File: src/rtl/fpu_pkg.sv
// Shared FPU definitions: rounding modes, exponent limits and the bit
// layout of the unrounded mantissa handed over by the multiplier.
package fpu_pkg;

    typedef enum logic [1:0] {
        RM_NEAREST = 2'b00,
        RM_ZERO    = 2'b01,
        RM_POS_INF = 2'b10,
        RM_NEG_INF = 2'b11
    } rmode_e;

    localparam int          LATENCY    = 3;
    localparam logic [12:0] EXP_MAX    = 13'd2047;
    localparam int          EXP_BIAS   = 1023;

    localparam int HIDDEN_BIT = 54;
    localparam int GUARD_BIT  = 1;
    localparam int STICKY_BIT = 0;

endpackage

File: src/rtl/fpu_round_incr.sv
// Rounding-increment decision: looks at the lsb, guard and sticky bits of an
// unrounded mantissa and decides whether one ulp must be added.
module fpu_round_incr
    import fpu_pkg::*;
(
    input  logic [1:0] rmode,
    input  logic       sign,
    input  logic [2:0] round_bits,
    output logic       inc
);

    logic lsb;
    logic guard;
    logic sticky;

    assign lsb    = round_bits[2];
    assign guard  = round_bits[GUARD_BIT];
    assign sticky = round_bits[STICKY_BIT];

    // Pick the increment for the active rounding mode.
    always_comb begin
        inc = 1'b0;
        case (rmode)
            RM_NEAREST: inc = guard & (sticky | lsb);
            RM_ZERO:    inc = 1'b0;
            RM_POS_INF: inc = ~sign & (guard | sticky);
            RM_NEG_INF: inc = sign & (guard | sticky);
            default:    inc = 1'b0;
        endcase
    end

endmodule

File: src/rtl/fpu_round_pack.sv
// Final stage of the FP multiplier: rounds the unrounded result, handles the
// rounding carry-out, denormal promotion and overflow saturation, then packs
// an IEEE-754 double with its exception flags. Three register stages.
module fpu_round_pack
    import fpu_pkg::*;
(
    input  logic        clk,
    input  logic        rst_n,
    input  logic        enable,
    input  logic        in_valid,
    input  logic        sign,
    input  logic [55:0] mantissa_in,
    input  logic [11:0] exponent_in,
    input  logic [1:0]  rmode,
    output logic        out_valid,
    output logic [63:0] out,
    output logic        inexact,
    output logic        overflow,
    output logic        underflow
);

    logic        s1_valid;
    logic        s1_sign;
    logic [55:0] s1_m;
    logic [11:0] s1_exp;
    logic [1:0]  s1_rmode;

    logic        inc;
    logic        inexact_pre;
    logic [53:0] sum_hi;
    logic [52:0] mant_c;
    logic [12:0] exp_c;

    logic        s2_valid;
    logic        s2_sign;
    logic [1:0]  s2_rmode;
    logic [52:0] s2_mant;
    logic [12:0] s2_exp;
    logic        s2_inexact;

    logic        ovf_c;
    logic        to_inf;
    logic [63:0] result_c;

    fpu_round_incr u_round_incr (
        .rmode      (s1_rmode),
        .sign       (s1_sign),
        .round_bits (s1_m[2:0]),
        .inc        (inc)
    );

    assign inexact_pre = s1_m[GUARD_BIT] | s1_m[STICKY_BIT];

    // Stage 1: capture the raw multiplier result.
    always_ff @(posedge clk) begin
        if (!rst_n) begin
            s1_valid <= 1'b0;
            s1_sign  <= 1'b0;
            s1_m     <= '0;
            s1_exp   <= '0;
            s1_rmode <= '0;
        end else if (enable) begin
            s1_valid <= in_valid;
            s1_sign  <= sign;
            s1_m     <= mantissa_in;
            s1_exp   <= exponent_in;
            s1_rmode <= rmode;
        end
    end

    // Add the increment above the guard/sticky bits, renormalise on carry-out
    // and promote a denormal that rounded up into the normal range.
    always_comb begin
        sum_hi = s1_m[55:2] + {53'd0, inc};
        mant_c = sum_hi[52:0];
        exp_c  = {1'b0, s1_exp};
        if (sum_hi[53]) begin
            mant_c = sum_hi[53:1];
            exp_c  = {1'b0, s1_exp} + 13'd1;
        end else if (s1_exp == 12'd0 && sum_hi[HIDDEN_BIT-2]) begin
            exp_c  = 13'd1;
        end
    end

    // Stage 2: hold the rounded, normalised mantissa and widened exponent.
    always_ff @(posedge clk) begin
        if (!rst_n) begin
            s2_valid   <= 1'b0;
            s2_sign    <= 1'b0;
            s2_rmode   <= '0;
            s2_mant    <= '0;
            s2_exp     <= '0;
            s2_inexact <= 1'b0;
        end else if (enable) begin
            s2_valid   <= s1_valid;
            s2_sign    <= s1_sign;
            s2_rmode   <= s1_rmode;
            s2_mant    <= mant_c;
            s2_exp     <= exp_c;
            s2_inexact <= inexact_pre;
        end
    end

    // Saturate on overflow (infinity or max finite depending on direction),
    // otherwise pack, flushing an all-zero mantissa to a signed zero.
    always_comb begin
        ovf_c  = (s2_exp >= EXP_MAX);
        to_inf = (s2_rmode == RM_NEAREST)
               | ((s2_rmode == RM_POS_INF) & ~s2_sign)
               | ((s2_rmode == RM_NEG_INF) & s2_sign);
        if (ovf_c) begin
            if (to_inf) begin
                result_c = {s2_sign, EXP_MAX[10:0], 52'd0};
            end else begin
                result_c = {s2_sign, EXP_MAX[10:0] - 11'd1, {52{1'b1}}};
            end
        end else if (s2_mant == 53'd0) begin
            result_c = {s2_sign, 11'd0, s2_mant[51:0]};
        end else begin
            result_c = {s2_sign, s2_exp[10:0], s2_mant[51:0]};
        end
    end

    // Stage 3: output registers; flags are only raised alongside a valid beat.
    always_ff @(posedge clk) begin
        if (!rst_n) begin
            out_valid <= 1'b0;
            out       <= '0;
            inexact   <= 1'b0;
            overflow  <= 1'b0;
            underflow <= 1'b0;
        end else if (enable) begin
            out_valid <= s2_valid;
            out       <= result_c;
            inexact   <= s2_valid & (s2_inexact | ovf_c);
            overflow  <= s2_valid & ovf_c;
            underflow <= s2_valid & (s2_exp == 13'd0) & s2_inexact;
        end
    end

endmodule

File: config.mk
export PLATFORM = sky130hd
export DESIGN_NAME = fpu_round_pack
export DESIGN_NICKNAME = d
export VERILOG_FILES = /design/src/rtl/fpu_pkg.sv /design/src/rtl/fpu_round_incr.sv /design/src/rtl/fpu_round_pack.sv
export SDC_FILE = /design/constraint.sdc
export NUM_CORES = 1
export LEC_CHECK = 0
export BUFFER_PORTS_ARGS = -buffer_cell sky130_fd_sc_hd__buf_2
export CORE_MARGIN = 2
export CORE_UTILIZATION = 41
export DETAILED_ROUTE_END_ITERATION = 10
export SLEW_MARGIN = 15
export SYNTH_ARGS = -nofsm -noshare
export SYNTH_HDL_FRONTEND = slang
export SYNTH_SLANG_ARGS = --single-unit
File: constraint.sdc
create_clock -name clk -period 8.9 [get_ports clk]
set_clock_uncertainty 0.05 [all_clocks]
set_input_delay 0.445 -clock clk [delete_from_list [all_inputs] [get_ports clk]]
set_output_delay 0.445 -clock clk [all_outputs]
set_load 0.05 [all_outputs]
; After elaboration in Yosys (flattened, before gate mapping)
; Cells that the tools add are included.
[classes]
n_reduce_logical = 6
n_mux = 7
eq_ne = 5
addsub = 2
order_cmp = 1
n_bitwise = 16
[ops]
columns = cell, n
row1 = 2-to-1 mux 63 bit, 2
row2 = 2-to-1 mux 53 bit, 2
row3 = adder 54 x 1 -> 54 bit, 1
row4 = logical NOT 53 bit, 1
row5 = adder 12 x 1 -> 13 bit (second input constant), 1
row6 = greater-or-equal comparator 13 x 11 -> 1 bit (second input constant), 1
row7 = logical NOT 13 bit, 1
row8 = 2-to-1 mux 13 bit, 1
row9 = logical NOT 12 bit, 1
row10 = 2-to-1 mux 12 bit, 1
row11 = AND 1 bit, 9
row12 = equality test 2 bit (second input constant), 4
row13 = OR 1 bit, 5
row14 = logical NOT 2 bit, 2
row15 = case mux 1 bit (4 select lines), 1
row16 = equality test 2 x 1 -> 1 bit (second input constant), 1
row17 = NOT 1 bit, 2
row18 = logical AND 1 bit, 1
[totals]
output_inout_bits = 68
wordCells = 53
regBits = 211
input_bits = 75

; Logic depth before layout (Yosys ltp)
[depth]
ltp_word = 7
depth_mapped = 13
ltp_nobuf = 12

; Hierarchy
; From an unflattened synthesis, not the netlist that was laid out.
[unflattened]
hier_cells = 1090
area_unflattened_um2 = 9975.8
[by_module_without_submodules]
columns = mod, cells_per_inst, seq_area_each_um2, n_inst, area_each_um2
row1 = fpu_round_pack, 1085, 4224.1, 1, 9940.8
row2 = fpu_round_incr, 5, 0.0, 1, 35.0

; Worst setup path after synthesis
; OpenSTA, ideal clock, no wires.
[synth_timing]
kind = register to register
startpoint = reg s1_rmode[1]
endpoint = reg s2_mant[50]
synth_period_minus_slack_ns = 2.961
setup_ns = 0.122
t_arrival_ns = 2.789
path_stages_with_launch = 14
path_slack_ns = 5.939
required_ns = 8.728
n_path_buf = 1
path_cell_list = dfxtp_1 nand2_1 xnor2_1 nor3_1 ha_1 ha_1 and4_1 nand3_1 or4b_1 clkbuf_1 o31a_1 o21ai_0 nor2_1 a221o_1
[synth_between]
elab_chain_len = 4
word_cells_on_any_way = 7
classes_between = add/sub (1) / eq/ne (3) / mux (2) / reduce/logical (1)
[synth_rtl]
columns = item, line
row1 = "start, declared", fpu_round_pack.sv:26  ; logic [1:0] s1_rmode;
row2 = "start signal, assigned", fpu_round_pack.sv:67  ; s1_rmode <= rmode;
row3 = "equality test 2 bit, or another cell as far along", fpu_round_incr.sv:23  ; case (rmode)
row4 = case mux 1 bit (4 select lines) (*), fpu_round_incr.sv:23
row5 = adder 54 x 1 -> 54 bit (*), fpu_round_pack.sv:74  ; sum_hi = s1_m[55:2] + {53'd0, inc};
row6 = 2-to-1 mux 53 bit (*), fpu_round_pack.sv:77  ; if (sum_hi[53]) begin
row7 = "end signal, assigned", fpu_round_pack.sv:98  ; s2_mant <= mant_c;
row8 = "end, declared", fpu_round_pack.sv:37  ; logic [52:0] s2_mant;
; Every way passes the cells marked *; elsewhere a longest branch is shown, timed or not.
; A chain may end at the register's enable or synchronous reset.

; Worst setup path in the final report
[layout_timing]
startpoint = reg s1_m[1]
endpoint = reg s2_exp[0]
[layout_between]
elab_chain_len = 7
word_cells_on_any_way = 9
classes_between = add/sub (1) / mux (3) / bitwise (4) / reduce/logical (1)
[layout_rtl]
columns = item, line
row1 = "start, declared", fpu_round_pack.sv:24  ; logic [55:0] s1_m;
row2 = "start signal, assigned", fpu_round_pack.sv:65  ; s1_m <= mantissa_in;
row3 = OR 1 bit, "fpu_round_incr.sv:26, fpu_round_incr.sv:27"
row4 = "AND 1 bit, on equally long branches", "fpu_round_incr.sv:27, fpu_round_incr.sv:26"
row5 = case mux 1 bit (4 select lines) (*), fpu_round_incr.sv:23
row6 = adder 54 x 1 -> 54 bit (*), fpu_round_pack.sv:74
row7 = logical AND 1 bit, fpu_round_pack.sv:80  ; end else if (s1_exp == 12'd0 && sum_hi[HIDDEN_BIT-2]) begin
row8 = 2-to-1 mux 12 bit, fpu_round_pack.sv:80
row9 = 2-to-1 mux 13 bit (*), fpu_round_pack.sv:77
row10 = "end signal, assigned", fpu_round_pack.sv:99  ; s2_exp <= exp_c;
row11 = "end, declared", fpu_round_pack.sv:38  ; logic [12:0] s2_exp;
; Marks and branches as above.

==> out/qor.txt <==
Fin crit share -> 39.7%
Drt pass-1 iters -> 5
I/O Pins -> 143
# hold bufs at CTS -> 0
Pwr/cell area -> 200 nW/um^2
Highest clock rate -> 283 MHz
CTS buffer count -> 24
RSZ-0062 raised after global routing -> false
Top cells by area, synth -> dfxtp_1, mux2i_1, nor2b_1
Vias in the first global route -> 7041
Reg-to-reg startpoint -> s1_m[1]
Reg2reg end -> s2_exp[0]
Worst Setup Path Type -> flip-flop to flip-flop
Asr flop ratio synth -> 0%
Gpl congestion -> 0.885
Post-Route Setup TNS -> 0 ns
Fin. max-slew vios -> 0
Sequential cell area -> 4220 um^2
Max Root-Sink Buffers -> 3
Critical path endpoint category -> flip-flop
Worst-Margin Slew -> 1.15 ns
Die W -> 160 um
Port-buffer cells -> 142
Crit path required time -> 9.25 ns
Area growth from synthesis to layout -> 16.8%
Die height -> 160 um
Slew HR -> 23.5%
DRC -> 0
Startpoint class of the critical path -> flip-flop
Commonest non-fill, non-tap cell in the layout -> dfxtp_1
Fill cell count -> 2331
Post-route ant nets -> 0
Sequential area share after synthesis -> 42.5%
Post-cts sizing count -> 0
CTS root buf -> clkbuf_16
Most frequent cells in the layout -> dfxtp_1, buf_2, mux2i_1, nor2b_1, nor2_1
Via-to-Cell Ratio -> 5.28
H-tree depth -> 1
Final WL -> 24900 um
Setup ws final -> 5.37 ns
Worst skew pair latency -> 0.51 ns
WHS Endpoint -> s1_m[41]
Final setup violation count -> 0
Largest area contributor in the netlist -> dfxtp_1
Antenna Cells -> 0
Worst R2R Setup Slack -> 5.37 ns
HPWL after DPL -> 17500 um
# clock sinks -> 211
Maximum vdd drop -> 0.000121 V
Min Tclk post-route -> 3.53 ns
EDFF count, synth -> 0
Area of the multi-input gates -> 5330 um^2
Synth Instances -> 1092
Dpl ws -> 5.35 ns
Most used DFF post-synth -> dfxtp_1
Critical hold path startpoint -> mantissa_in[41]
Synth Cell Area -> 9930 um^2
First-pass GRT wire length -> 39400 um
Core Rows -> 56
Clk slew on worst S/H paths -> 0.06 ns
Hold Path Stages -> 3
Yosys top cell area share -> 42.5%
CP Max Fanout -> 53
Ys Warns -> 0
Post-CTS setup buffer count -> 0
LEAKAGE -> 4.50 nW
Outcome -> complete, no violations
Die area -> 25500 um^2
GRT Residual Overflow -> 0
Drt initial violations -> 639
Via count -> 8011
Synth Net Count -> 1171
Starting density of the core -> 42.1%
Max Cap Viol -> 0
TritonCTS clock tree -> yes
Worst r2r path cells -> 11
Wirelength per Cell -> 16.4 um
Synth Register Bits -> 211
Final Hold Viols -> 0
Antenna violations before repair -> 0
Final hold slack -> 0.141 ns
Core ar. -> 23600 um^2
Util after Layout -> 49.1%
Yosys cell types -> 50
Largest net degree at the start of global routing -> 108
Nets -> 1260
Worst Path Arrival -> 3.88 ns
Total track usage -> 18.8%
Hold Crit Class -> input port to flip-flop
Layout cell share with drive strength beyond 1 -> 16.7%
Mapped Avg Cell Area -> 9.10 um^2
[worst max-delay path, stage by stage (launching register included)]
cell	delay, ns
dfxtp_1	0.36
o21a_1	0.13
nor2_1	0.04
nor3_1	0.19
ha_1	0.22
and4_1	0.27
nand4_1	0.16
nor4_2	0.22
a21oi_1	0.35
nor2_4	0.98
o211ai_1	0.21
a22o_1	0.24
[worst max path at each step]
stage | from | end | slack [ns] | cells after the start
6_report | s1_m[1] | s2_exp[0] | 5.37 | 11
4_1_cts | s1_m[1] | s2_exp[0] | 5.35 | 11
3_3_place_gp | s1_rmode[1] | s2_exp[0] | 5.46 | 11
3_5_place_dp | s1_m[1] | s2_exp[0] | 5.35 | 11
5_1_grt | s1_m[0] | s2_mant[27] | 5.02 | 11
2_1_floorplan | s1_rmode[1] | s2_mant[50] | 5.94 | 13
[stage by stage]
| step | power (mW) | instances | area [um^2] |
|---|---|---|---|
| after global routing | 2.41 | 1517 | 11600 |
| final | 2.32 | 1517 | 11600 |
| after floorplan | 1.25 | 1092 | 9930 |
| after detailed placement | 1.32 | 1474 | 10800 |
| after global placement | 1.32 | 1474 | 10800 |
| after CTS | 2.34 | 1517 | 11600 |
[sequential cells by signal, summed over array words and instances, names as in the netlist]
signal and cells:
out 64, s1_m 56, s2_mant 53, s2_exp 13
s1_exp 12, s1_rmode 2, s2_rmode 2, inexact 1
out_valid 1, overflow 1, s1_sign 1, s1_valid 1
s2_inexact 1, s2_sign 1, s2_valid 1, underflow 1
[kinds of logic after synthesis]
logic type,count (synthesis),synth area share [%]
AO/OA/AOI/OAI,248,18.4
XOR/XNOR,53,4.67
adder cells (fa/ha/maj),4,0.504
buffers and inverters,97,4.11
flip-flops,211,42.5
multiplexers,78,7.86
AND/OR/NAND/NOR,401,21.9
[report_power, final]
group	leakage [nW]	internal [mW]	switching (mW)	total, mW
logic	2.36	0.0975	0.162	0.260
clock network	0.413	0.627	0.388	1.02
registers	1.73	0.993	0.0496	1.04
[layer usage]
| layer | routed length, um | part of all wire [%] | global-route usage (%) | up-vias |
|---|---|---|---|---|
| met5 | 0 | 0 | 0 | - |
| met4 | 368 | 1.5 | 4.55 | 0 |
| met3 | 1140 | 4.6 | 2.70 | 24 |
| met2 | 9450 | 38 | 24.7 | 183 |
| met1 | 14000 | 56 | 31.1 | 3685 |
| li1 | - | - | - | 4119 |
[final cells by class]
type	instances	area share [%]
clock buffer	34	6.29
clock inverter	9	0.874
inverter	11	0.356
multi-input combinational	784	45.9
sequential	211	36.4
tap	319	3.44
timing repair buffer	149	6.68
[cell usage after synthesis, types with 20 or more instances]
cell type / n
nor4_1: 20
mux2i_1: 78
nand2b_1: 57
xnor2_1: 31
nor2_1: 76
a21oi_1: 26
a221o_1: 40
o211ai_1: 63
dfxtp_1: 211
nor3_1: 29
a21boi_0: 55
nand3_1: 35
clkbuf_1: 65
o21ai_0: 38
nor2b_1: 79
xor2_1: 22
nand2_1: 47
(Power assumes the default switching activity.)
